**config.mk**
```make
export PLATFORM = sky130hd
export DESIGN_NAME = fork_join_sched
export DESIGN_NICKNAME = d
export VERILOG_FILES = /design/src/rtl/fork_join_sched.sv
export SDC_FILE = /design/constraint.sdc
export NUM_CORES = 1
export LEC_CHECK = 0
export CAP_MARGIN = 20
export CORE_MARGIN = 10
export CORE_UTILIZATION = 25
export CTS_BUF_LIST = sky130_fd_sc_hd__clkbuf_16
export DETAILED_ROUTE_END_ITERATION = 10
export GPL_ROUTABILITY_DRIVEN = 0
export PLACE_DENSITY_LB_ADDON = 0.05
export SYNTH_ARGS = -nofsm -noshare
export SYNTH_HDL_FRONTEND = slang
export SYNTH_SLANG_ARGS = --single-unit
```
**constraint.sdc**
```tcl
create_clock -name clk -period 3.8 [get_ports clk]
set_clock_uncertainty 0.15 [all_clocks]
set_input_delay 0.76 -clock clk [delete_from_list [all_inputs] [get_ports clk]]
set_output_delay 0.76 -clock clk [all_outputs]
set_load 0.05 [all_outputs]
```
**src/rtl/fork_join_sched.sv**
```systemverilog
// Fork/join scheduler: launches a group of worker engines on one start and
// reports completion as JOIN_ALL, JOIN_ANY or JOIN_NONE, with kill (disable fork).
module fork_join_sched #(
    parameter int unsigned N_WORKERS = 4
) (
    input  logic                 clk,
    input  logic                 rst_n,
    input  logic                 start,
    input  logic [1:0]           mode,
    input  logic [N_WORKERS-1:0] enable_mask,
    input  logic                 kill,
    input  logic [N_WORKERS-1:0] worker_done,
    output logic [N_WORKERS-1:0] worker_go,
    output logic [N_WORKERS-1:0] worker_abort,
    output logic                 busy,
    output logic                 join_done,
    output logic [((N_WORKERS > 1) ? $clog2(N_WORKERS) : 1)-1:0] first_id,
    output logic [N_WORKERS-1:0] outstanding,
    output logic                 all_idle,
    output logic                 start_err
);

    localparam int unsigned IDW = (N_WORKERS > 1) ? $clog2(N_WORKERS) : 1;

    localparam logic [1:0] MODE_ALL  = 2'b00;
    localparam logic [1:0] MODE_ANY  = 2'b01;
    localparam logic [1:0] MODE_NONE = 2'b10;
    localparam logic [1:0] MODE_RSVD = 2'b11;

    typedef enum logic {
        S_IDLE = 1'b0,
        S_RUN  = 1'b1
    } state_t;

    state_t               r_state;
    logic [N_WORKERS-1:0] r_grp;
    logic                 r_join_any;
    logic [N_WORKERS-1:0] r_worker_go;
    logic [N_WORKERS-1:0] r_worker_abort;
    logic                 r_busy;
    logic                 r_join_done;
    logic [IDW-1:0]       r_first_id;
    logic [N_WORKERS-1:0] r_outstanding;
    logic                 r_all_idle;
    logic                 r_start_err;

    logic [N_WORKERS-1:0] w_done_cnt;
    logic [N_WORKERS-1:0] w_any_hit;
    logic [IDW-1:0]       w_any_id;
    logic                 w_start_legal;
    logic                 w_accept;
    logic [N_WORKERS-1:0] w_out_next;

    // Done pulses only count for workers still outstanding; overlap is checked
    // against the current outstanding set, before this cycle's dones retire.
    always_comb begin
        w_done_cnt    = worker_done & r_outstanding;
        w_any_hit     = w_done_cnt & r_grp;
        w_start_legal = (mode != MODE_RSVD) && (|enable_mask)
                        && ((enable_mask & r_outstanding) == '0);
        w_accept      = (r_state == S_IDLE) && start && w_start_legal;
        w_out_next    = (r_outstanding & ~w_done_cnt)
                        | (w_accept ? enable_mask : '0);
    end

    // Lowest index among simultaneous JOIN_ANY completions.
    always_comb begin
        w_any_id = '0;
        for (int i = N_WORKERS - 1; i >= 0; i--) begin
            if (w_any_hit[i]) begin
                w_any_id = IDW'(i);
            end
        end
    end

    always_ff @(posedge clk) begin
        if (!rst_n) begin
            r_state        <= S_IDLE;
            r_grp          <= '0;
            r_join_any     <= 1'b0;
            r_worker_go    <= '0;
            r_worker_abort <= '0;
            r_busy         <= 1'b0;
            r_join_done    <= 1'b0;
            r_first_id     <= '0;
            r_outstanding  <= '0;
            r_all_idle     <= 1'b1;
            r_start_err    <= 1'b0;
        end else begin
            r_worker_go    <= '0;
            r_worker_abort <= '0;
            r_join_done    <= 1'b0;
            r_start_err    <= 1'b0;
            if (kill) begin
                // Disable fork overrides any start or done in the same cycle.
                r_worker_abort <= r_outstanding;
                r_outstanding  <= '0;
                r_all_idle     <= 1'b1;
                r_grp          <= '0;
                r_state        <= S_IDLE;
                r_busy         <= 1'b0;
            end else begin
                r_outstanding <= w_out_next;
                r_all_idle    <= (w_out_next == '0);
                case (r_state)
                    S_IDLE: begin
                        if (start) begin
                            if (w_start_legal) begin
                                r_worker_go <= enable_mask;
                                r_grp       <= enable_mask;
                                r_join_any  <= (mode == MODE_ANY);
                                if (mode == MODE_NONE) begin
                                    r_join_done <= 1'b1;
                                end else begin
                                    r_state <= S_RUN;
                                    r_busy  <= 1'b1;
                                end
                            end else begin
                                r_start_err <= 1'b1;
                            end
                        end
                    end
                    S_RUN: begin
                        if (r_join_any) begin
                            if (|w_any_hit) begin
                                r_join_done <= 1'b1;
                                r_first_id  <= w_any_id;
                                r_state     <= S_IDLE;
                                r_busy      <= 1'b0;
                            end
                        end else if ((r_grp & w_out_next) == '0) begin
                            r_join_done <= 1'b1;
                            r_state     <= S_IDLE;
                            r_busy      <= 1'b0;
                        end
                    end
                    default: begin
                        r_state <= S_IDLE;
                        r_busy  <= 1'b0;
                    end
                endcase
            end
        end
    end

    // MODE_ALL documents the default join behaviour taken in S_RUN.
    logic w_unused_mode_all;
    assign w_unused_mode_all = (MODE_ALL == 2'b00);

    assign worker_go    = r_worker_go;
    assign worker_abort = r_worker_abort;
    assign busy         = r_busy;
    assign join_done    = r_join_done;
    assign first_id     = r_first_id;
    assign outstanding  = r_outstanding;
    assign all_idle     = r_all_idle;
    assign start_err    = r_start_err;

endmodule

```
Yosys cells after proc, flatten, opt, wreduce, memory -nomap -nowiden --
Index checks and enable logic that the tools add are counted.
Cells by class: muxes and demuxes 27, bitwise operators 12, equality and inequality tests 8, reductions and logical operators 17
Operators with widths (count):
- 4-bit bitwise AND | 5
- 1-bit 2-to-1 mux | 19
- 4-bit zero test | 3
- 4-bit OR reduction | 3
- 2-bit 2-to-1 mux | 4
- 2-bit != test, second input constant | 4
- 4-bit AND reduction | 2
- 1-bit case mux with 2 select lines | 3
- 1-bit inverter | 5
- 5-bit AND reduction | 1
- 5-bit OR reduction | 1
- 1-bit logical AND | 4
- 4-bit 2-to-1 mux | 1
- 4-bit inverter | 1
- 4-bit OR | 1
- 3-bit by 1-bit != test with 1-bit output, second input constant | 1
- 3-bit by 2-bit != test with 1-bit output, second input constant | 1
- 3-bit AND reduction | 1
- 2-bit by 1-bit equality test with 1-bit output, second input constant | 1
- 2-bit equality test, second input constant | 1
- 2-bit AND reduction | 1
- 2-bit OR reduction | 1
Storage, ports and cells: output and inout bits 18, logic and storage cells 75, input port bits 14, register bits 24

Longest topological paths before layout --
Gate-level depths: netlist (run 1).
depth after elaboration 11, depth in mapped cells 6, depth with buffers taken out 5

Least setup slack after synthesis (run 1) --
OpenSTA, ideal clock, no wires.
path type input-to-reg, start point input mode[1], end point register r_join_any, data arrival time 2067 ps, slack 1513 ps, setup time 70 ps, cell stages on the path 4, cell sequence a222oi_1 > nand4_2 > or4b_1 > a21boi_1
Between the ends: word-level cells in the longest chain between the ends 4
Ends and longest elaborated chain:
- from (decl) | RTL line 9 | input logic [1:0] mode,
- 2-bit != test | RTL line 59 | w_start_legal = (mode != MODE_RSVD) && (|enable_mask)
- 1-bit logical AND | RTL line 59
- 1-bit logical AND | RTL line 60 | && ((enable_mask & r_outstanding) == '0);
- 4-bit AND reduction (no line)
- to (signal assigned) | RTL line 111 | r_join_any <= (mode == MODE_ANY);
- to (decl) | RTL line 37 | logic r_join_any;
Several ways; a longest one is shown, not always the timed one. A chain may end at the register's enable or synchronous reset.

Worst setup path after layout (run 1) --
start point input enable_mask[0], end point register r_busy (netlist: busy)
Between the ends: word-level cells in the longest chain between the ends 10
Ends and longest elaborated chain:
- from (decl) | RTL line 10 | input logic [N_WORKERS-1:0] enable_mask,
- 4-bit bitwise AND or 4-bit OR reduction (tied branches) | RTL line 60, 59
- 4-bit zero test or 1-bit logical AND (tied branches) | RTL line 60, 59
- 1-bit logical AND | RTL line 60
- 1-bit logical AND | RTL line 61 | w_accept = (r_state == S_IDLE) && start && w_start_legal;
- 4-bit 2-to-1 mux | RTL line 63 | | (w_accept ? enable_mask : '0);
- 4-bit OR | RTL line 63
- 4-bit bitwise AND | RTL line 131 | end else if ((r_grp & w_out_next) == '0) begin
- 4-bit zero test | RTL line 131
- 3-bit by 1-bit != test with 1-bit output (no line)
- 5-bit AND reduction (no line) *
- to (signal assigned) | RTL line 129 | r_busy <= 1'b0;
- to (signal assigned) | RTL line 134 | r_busy <= 1'b0;
- to (signal assigned) | RTL line 139 | r_busy <= 1'b0;
- to (decl) | RTL line 40 | logic r_busy;
Mark *: on every way between the ends. The rest lies on a longest branch, timed or not.

==> results of run 1 <==
-- layout make-up --
| cell class | count | area share |
|---|---|---|
| sequential | 24 | 0.340 |
| multi-input combinational | 80 | 0.331 |
| timing repair buffer | 31 | 0.220 |
| clock buffer | 3 | 0.0532 |
| tap | 48 | 0.0426 |
| inverter | 4 | 0.0106 |
| clock inverter | 1 | 0.00266 |
-- where the power goes --
group	internal (mW)	switching, mW	total, mW	leakage [nW]
Clock	0.140	0.0865	0.227	0.0385
Combinational	0.0286	0.0410	0.0697	0.285
Sequential	0.258	0.00514	0.263	0.194
Total	0.427	0.133	0.559	0.518
-- stage by stage --
stage          area (sq um)  cells  power (mW)  hold WS (ps)
2_1_floorplan           971    110       0.305           312
3_3_place_gp           1330    187       0.338           304
3_5_place_dp           1330    187       0.338           310
4_1_cts                1410    191       0.566           319
5_1_grt                1410    191       0.582           339
6_report               1410    191       0.559           313
-- sequential cells by signal, indices dropped and copies added (netlist names) --
signal        count
r_grp             4
all_idle          1
r_join_any        1
outstanding       4
start_err         1
busy              1
first_id          2
worker_go         4
worker_abort      4
join_done         1
r_state           1
-- layer usage --
layer	vias up	global-route usage	share of wire
li1	472	-	-
met1	425	0.125	0.47
met2	34	0.133	0.44
met3	2	0.0292	0.086
met4	0	0.0306	0.0064
met5	-	0	0
-- cell families (layout without fill, tap and decap cells) --
kind of cell    count (synthesis)  after routing  share of synthesized area
compound gates                 28             28                      0.188
buf+inv                         6             39                     0.0245
flops                          24             24                      0.495
simple gates                   52             52                      0.293
-- cell usage after synthesis, drive strengths merged --
master / number
o31ai: 1
or4: 1
and3: 7
a21boi: 2
a22oi: 1
a211o: 2
o21ai: 3
nor2: 1
nor2b: 3
nor3: 2
o2111ai: 1
nand3: 6
o21bai: 1
clkbuf: 1
inv: 4
a41oi: 1
nand2: 18
dfxtp: 24
nand4: 3
a222oi: 2
nand2b: 7
buf: 1
and4: 1
or4b: 1
a31oi: 4
nand3b: 2
a21oi: 10
-- critical path, stage by stage --
cell             delay (ps)
clkdlybuf4s50_1         490
a222oi_1                510
and4_1                  480
a21oi_1                 110
a211o_1                 270
a31oi_1                 150
-- path summary, 6_finish.rpt --
kind / to / slack [ps]
setup / recovery: busy / 1060
hold / removal: first_id[0] / 310
setup reg to reg: busy / 1740
hold reg to reg: first_id[0] / 310
==> flow_metrics.tcl, run 1 <==
set metrics [dict create \
    drtAntennaViolNets 0 \
    insertion_delay_ps 250 \
    start_kind "input port" \
    rsz0062_at_grt "no" \
    cts-root-to-sink-buffers 2 \
    num_vias 933 \
    period_share 0.722 \
    clock.fmax_mhz 365 \
    h-tree-depth 1 \
    hold_class "flop to flop" \
    path_clk_slew_ps 60 \
    synth_nets 124 \
    antenna_found_initial 0 \
    path_class "input port to flop" \
    syn-cell-area_sq_um 971 \
    grt_max_degree 14 \
    overflow 0 \
    grt_pass1_wl_mm 4.78 \
    drive_gt1_frac 0.0280 \
    synth_top_area_frac 0.495 \
    die-area_sq_um 6780 \
    wl_per_cell_microns 15.5 \
    layout.nets 158 \
    cts_hold_buf 0 \
    register_area_sq_um 480 \
    routed_via_density 4.88 \
    cellLeakagePower_nw 0.518 \
    required_ps 3830 \
    slew_headroom 0.614 \
    first_iter_violations 48 \
    drcViolationCount 0 \
    diodes 0 \
    cp-end-kind "flop" \
    synth_cell_types 29 \
    port_buffers 31 \
    r2r_start "outstanding[0]" \
    cts_tree "yes" \
    cts_made_buffers 3 \
    grt_pass1_vias 883 \
    hold_violations 0 \
    synthCells 110 \
    initial_core_util 0.261 \
    track_usage 0.0919 \
    status "complete, no violations" \
    layout_commonest_cell "clkdlybuf4s50_1" \
    ir_drop_mv 0.162 \
    setup_tns_ps 0 \
    post-dp-hpwl_mm 2.26 \
    setup_ws_ps 1060 \
    synthTopCellsByArea "dfxtp_1, nand2_1, a21oi_1" \
    core_area_sq_um 3720 \
    yosys_warnings 0 \
    reg2reg_depth 5 \
    powerDensity_nw_per_um2 396 \
    die_y_microns 82.3 \
    ys_seq_area_frac 0.495 \
    cts_root_buffer "clkbuf_16" \
    layout_common_cells "clkdlybuf4s50_1, dfxtp_1, nand2_1" \
    syn2layout_area_growth_pct 45.4 \
    cts_sinks 24 \
    worstHoldStart "first_id[0]" \
    fillCellCount 383 \
    worstSetupStartpoint "enable_mask[0]" \
    core.rowCount 22 \
    synth_top_cell_by_area "dfxtp_1" \
    die_w_microns 82.3 \
    io_pins 32 \
    utilization 0.380 \
    layout_min_cycle_time_ps 2740 \
    tightestPinTransition_ps 578 \
    wl_mm 2.96 \
    critPathMaxFanout 10 \
    maxSlewViolCount 0 \
    firstDrtPassIters 4 \
    setup_violations 0 \
    multi_input_area_sq_um 467 \
    cts_repair_resize_count 0 \
    syn_area_per_cell_sq_um 8.83 \
    arrival_ps 2770 \
    ys_ff_latch 24 \
    holdPathStages 2 \
    cts_setup_buffers 0 \
    max-cap-violations 0 \
    place_ws_ps 816 \
]
No activity file was read; power rests on OpenSTA's default activity.
==> inputs of run 2 (changes only) <==
==> constraint.sdc (replaced) <==
create_clock -name clk -period 2.4 [get_ports clk]
set_clock_uncertainty 0.15 [all_clocks]
set_input_delay 0.48 -clock clk [delete_from_list [all_inputs] [get_ports clk]]
set_output_delay 0.48 -clock clk [all_outputs]
set_load 0.05 [all_outputs]
==> flow_metrics.tcl, run 2 (synthesized netlist as in run 1, its figures left out) <==
set metrics [dict create \
    status "complete, no violations" \
    io_pins 32 \
    timing.hold.ws_ps 318 \
    die_w_microns 82.3 \
    routed_via_density 4.73 \
    worstSetupStartpoint "mode[1]" \
    setup_tns_ps 0 \
    comb_power_share 0.142 \
    overflow 0 \
    diodes 0 \
    cp_slowest_cell "or4b_1" \
    crit_cells 6 \
    num_vias 960 \
    power.share.sequential 0.459 \
    antenna_found_initial 0 \
    maxSlewViolCount 0 \
    wl_mm 3.03 \
    start_kind "input port" \
    setup_violations 0 \
    r2r_start "outstanding[0]" \
    layout_min_cycle_time_ps 2200 \
    path_class "input port to flop" \
    ff2ff_setup_slack_ps 570 \
    die_y_microns 82.3 \
    post-dp-hpwl_mm 2.43 \
    crit_end "r_join_any" \
    cts_setup_buffers 0 \
    path_clk_slew_ps 60 \
    track_usage 0.0941 \
    port_buffers 31 \
    critPathMaxFanout 5 \
    drcViolationCount 0 \
    dp.cells 199 \
    cts_made_buffers 3 \
    cts_hold_buf 0 \
    internal-power_mw 0.691 \
    p_clk_frac 0.399 \
    first_iter_violations 98 \
    fin_cells 203 \
    cellLeakagePower_nw 0.576 \
    p_switching_mw 0.215 \
    rsz0062_at_grt "no" \
    grt_max_degree 14 \
    reg2reg_depth 5 \
    drive_gt1_frac 0.103 \
    cp_top_family "simple AND/OR/NAND/NOR gates" \
    syn2layout_area_growth_pct 54.6 \
    power_mw 0.906 \
    slew_headroom 0.657 \
    cp_cell_sequence "clkdlybuf4s50_1, a222oi_1, buf_4, nand4_2, or4b_1, a21boi_1" \
    utilization 0.404 \
    worstReg2RegEnd "r_join_any" \
    h-tree-depth 1 \
    cts_sinks 24 \
    core_area_sq_um 3720 \
    hold_violations 0 \
    initial_core_util 0.261 \
    cts_tree "yes" \
    ir_drop_mv 0.220 \
    period_share 0.918 \
    layout_commonest_cell "clkdlybuf4s50_1" \
    required_ps 2440 \
    critPathBufInv 2 \
    insertion_delay_ps 250 \
    tightestPinTransition_ps 512 \
    layout.nets 170 \
    core.rowCount 22 \
    arrival_ps 2240 \
    firstDrtPassIters 5 \
    grt_pass1_vias 1013 \
    cp-end-kind "flop" \
    powerDensity_nw_per_um2 603 \
    grt_pass1_wl_mm 4.98 \
    die-area_sq_um 6780 \
    clock.fmax_mhz 454 \
    max-cap-violations 0 \
    hold_class "flop to flop" \
    cts_root_buffer "clkbuf_16" \
    layout_common_cells "clkdlybuf4s50_1, dfxtp_1, nand2_1" \
    wl_per_cell_microns 14.9 \
    swShare 0.238 \
    cts-root-to-sink-buffers 2 \
    cts_repair_resize_count 0 \
    drtAntennaViolNets 0 \
    critPathMaxStageDelay_ps 500 \
]
## run 2: tightest hold or removal path, stage by stage, from the launching register on
cell     delay, ps
dfxtp_1        330
a31oi_1         40
nor2_1          70
## run 2: worst min path at each step
stage                      startpoint           to  slack [ps]  cells after the start
after floorplan              r_grp[2]     r_grp[2]         310                      2
after global placement    first_id[0]  first_id[0]         300                      2
after detailed placement  first_id[1]  first_id[1]         310                      2
after CTS                 first_id[1]  first_id[1]         320                      2
after global routing      first_id[0]  first_id[0]         360                      2
final                     first_id[1]  first_id[1]         320                      2
## run 2: area by class of cell
cell class	count	area (sq um)
clock inverter	1	3.75
tap	48	60.1
timing repair buffer	43	400
sequential	24	480
multi-input combinational	80	467
fill	373	2210
inverter	4	15.0
clock buffer	3	75.1
## run 2: per-stage QoR
stage / instance area (sq um) / setup WS, ps
after detailed placement: 1420 / -103
after CTS: 1500 / 104
after global placement: 1420 / -54.1
after global routing: 1500 / 28.9
after floorplan: 971 / 360
final: 1500 / 197
## run 2: layer usage
| metal | vias to the layer above | wire, microns | global-route usage |
|---|---|---|---|
| met1 | 434 | 1470 | 0.121 |
| met4 | 0 | 41 | 0.0425 |
| li1 | 493 | - | - |
| met3 | 4 | 194 | 0.0281 |
| met5 | - | 0 | 0 |
| met2 | 29 | 1330 | 0.142 |
## run 2: power by group through the flow
stage | combinational (mW) | clock [mW] | sequential (mW)
floorplan | 0.0367 | 0 | 0.446
global placement | 0.131 | 0 | 0.424
global route | 0.141 | 0.384 | 0.416
detailed placement | 0.129 | 0 | 0.424
finish | 0.129 | 0.361 | 0.415
CTS | 0.130 | 0.377 | 0.415
==> inputs of run 3 (changes only) <==
--- a/config.mk
+++ b/config.mk
@@ -6,7 +6,7 @@
 export NUM_CORES = 1
 export LEC_CHECK = 0
 export CAP_MARGIN = 20
-export CORE_MARGIN = 10
+export CORE_MARGIN = 1.5
 export CORE_UTILIZATION = 25
 export CTS_BUF_LIST = sky130_fd_sc_hd__clkbuf_16
 export DETAILED_ROUTE_END_ITERATION = 10
==> flow_metrics.tcl, run 3 (synthesized netlist as in run 1, its figures left out) <==
set metrics [dict create \
    status "complete, no violations" \
    clock.fmax_mhz 450 \
    start_kind "input port" \
    reg2reg_depth 6 \
    cp-end-kind "flop" \
    layout.nets 170 \
    num_vias 990 \
    diodes 0 \
    cp_top_family "compound AO/OA/AOI/OAI gates" \
    grt_pass1_vias 949 \
    tightestPinTransition_ps 510 \
    h-tree-depth 1 \
    max-cap-violations 0 \
    dp.cells 199 \
    cts_setup_buffers 0 \
    cp_slowest_cell "clkdlybuf4s50_1" \
    required_ps 2430 \
    powerDensity_nw_per_um2 670 \
    cp_cell_sequence "clkdlybuf4s50_1, a222oi_1, buf_4, nand4_2, o21ai_0, a21oi_1, o31ai_1" \
    grt_pass1_wl_mm 4.69 \
    path_class "input port to flop" \
    cts_hold_buf 0 \
    layout_commonest_cell "clkdlybuf4s50_1" \
    layout_min_cycle_time_ps 2220 \
    die-area_sq_um 4270 \
    cellLeakagePower_nw 0.588 \
    antenna_found_initial 0 \
    grt_max_degree 15 \
    fin_cells 203 \
    critPathMaxFanout 5 \
    routed_via_density 4.88 \
    setup_violations 0 \
    core_area_sq_um 3690 \
    port_buffers 31 \
    maxSlewViolCount 0 \
    cts_root_buffer "clkbuf_16" \
    io_pins 32 \
    cts-root-to-sink-buffers 2 \
    firstDrtPassIters 4 \
    setup_ws_ps 178 \
    worstSetupStartpoint "mode[1]" \
    period_share 0.926 \
    wl_per_cell_microns 14.0 \
    insertion_delay_ps 260 \
    die_y_microns 65.3 \
    wl_mm 2.84 \
    worstReg2RegEnd "r_state" \
    layout_common_cells "clkdlybuf4s50_1, dfxtp_1, nand2_1" \
    ir_drop_mv 0.240 \
    critPathMaxStageDelay_ps 440 \
    hold_violations 0 \
    r2r_start "outstanding[0]" \
    cts_made_buffers 3 \
    core.rowCount 22 \
    cts_repair_resize_count 0 \
    power_mw 1.02 \
    slew_headroom 0.659 \
    fillCellCount 389 \
    path_clk_slew_ps 60 \
    cts_tree "yes" \
    overflow 0 \
    critPathBufInv 2 \
    crit_cells 7 \
    ff2ff_setup_slack_ps 560 \
    drive_gt1_frac 0.110 \
    arrival_ps 2250 \
    initial_core_util 0.263 \
    cts_sinks 24 \
    drcViolationCount 0 \
    crit_end "r_state" \
    first_iter_violations 40 \
    hold_class "flop to flop" \
    rsz0062_at_grt "no" \
    drtAntennaViolNets 0 \
    die_w_microns 65.3 \
    utilization 0.414 \
    post-dp-hpwl_mm 2.21 \
    syn2layout_area_growth_pct 57.3 \
    place_ws_ps -71.4 \
    setup_tns_ps 0 \
    track_usage 0.148 \
]
run 3: changes by cell type in the layout (fill, tap and decap cells not counted), sizes merged:
cell / delta
clkinv: -1
bufinv: +1
run 3: area by class of cell:
| cell class | count | area, sq um | share of cell area |
|---|---|---|---|
| Clock buffer | 3 | 75.1 | 0.0491 |
| Multi-Input combinational cell | 80 | 467 | 0.305 |
| Inverter | 4 | 15.0 | 0.00983 |
| Clock inverter | 1 | 30.0 | 0.0197 |
| Tap cell | 48 | 60.1 | 0.0393 |
| Sequential cell | 24 | 480 | 0.314 |
| Timing Repair Buffer | 43 | 400 | 0.262 |
run 3: worst reg2reg max path: cells and delay by family (launching register included):
kind / cells / cell delay [ps]
AO/OA/AOI/OAI: 4 / 920
flip-flops: 1 / 350
buffers and inverters: 1 / 180
AND/OR/NAND/NOR: 1 / 170
run 3: worst min-delay path by stage:
stage               slack (ps)           to         from  cells after the start
detailed placement         310  first_id[1]  first_id[1]                      2
global placement           300  first_id[0]  first_id[0]                      2
CTS                        330  first_id[1]  first_id[1]                      2
floorplan                  310     r_grp[2]     r_grp[2]                      2
global route               350  first_id[0]  first_id[0]                      2
finish                     330  first_id[1]  first_id[1]                      2
run 3: where the power goes:
group          switching [mW]  leakage [nW]  internal [mW]  total (mW)
combinational          0.0696         0.343         0.0599       0.130
clock                   0.148        0.0511          0.332       0.480
sequential            0.00721         0.194          0.408       0.415
total                   0.225         0.588          0.799        1.02
run 3: metal layers:
metal | vias to the layer above | GRT usage | wire, microns
li1 | 492 | - | -
met1 | 457 | 0.205 | 1360
met2 | 34 | 0.219 | 1260
met3 | 7 | 0.0223 | 150
met4 | 0 | 0.0833 | 68
met5 | - | 0 | 0
run 3: per-stage QoR:
| stage | hold slack [ps] | instance area (sq um) |
|---|---|---|
| detailed placement | 314 | 1420 |
| CTS | 329 | 1530 |
| finish | 325 | 1530 |
| global placement | 303 | 1420 |
| global route | 351 | 1530 |
| floorplan | 312 | 971 |
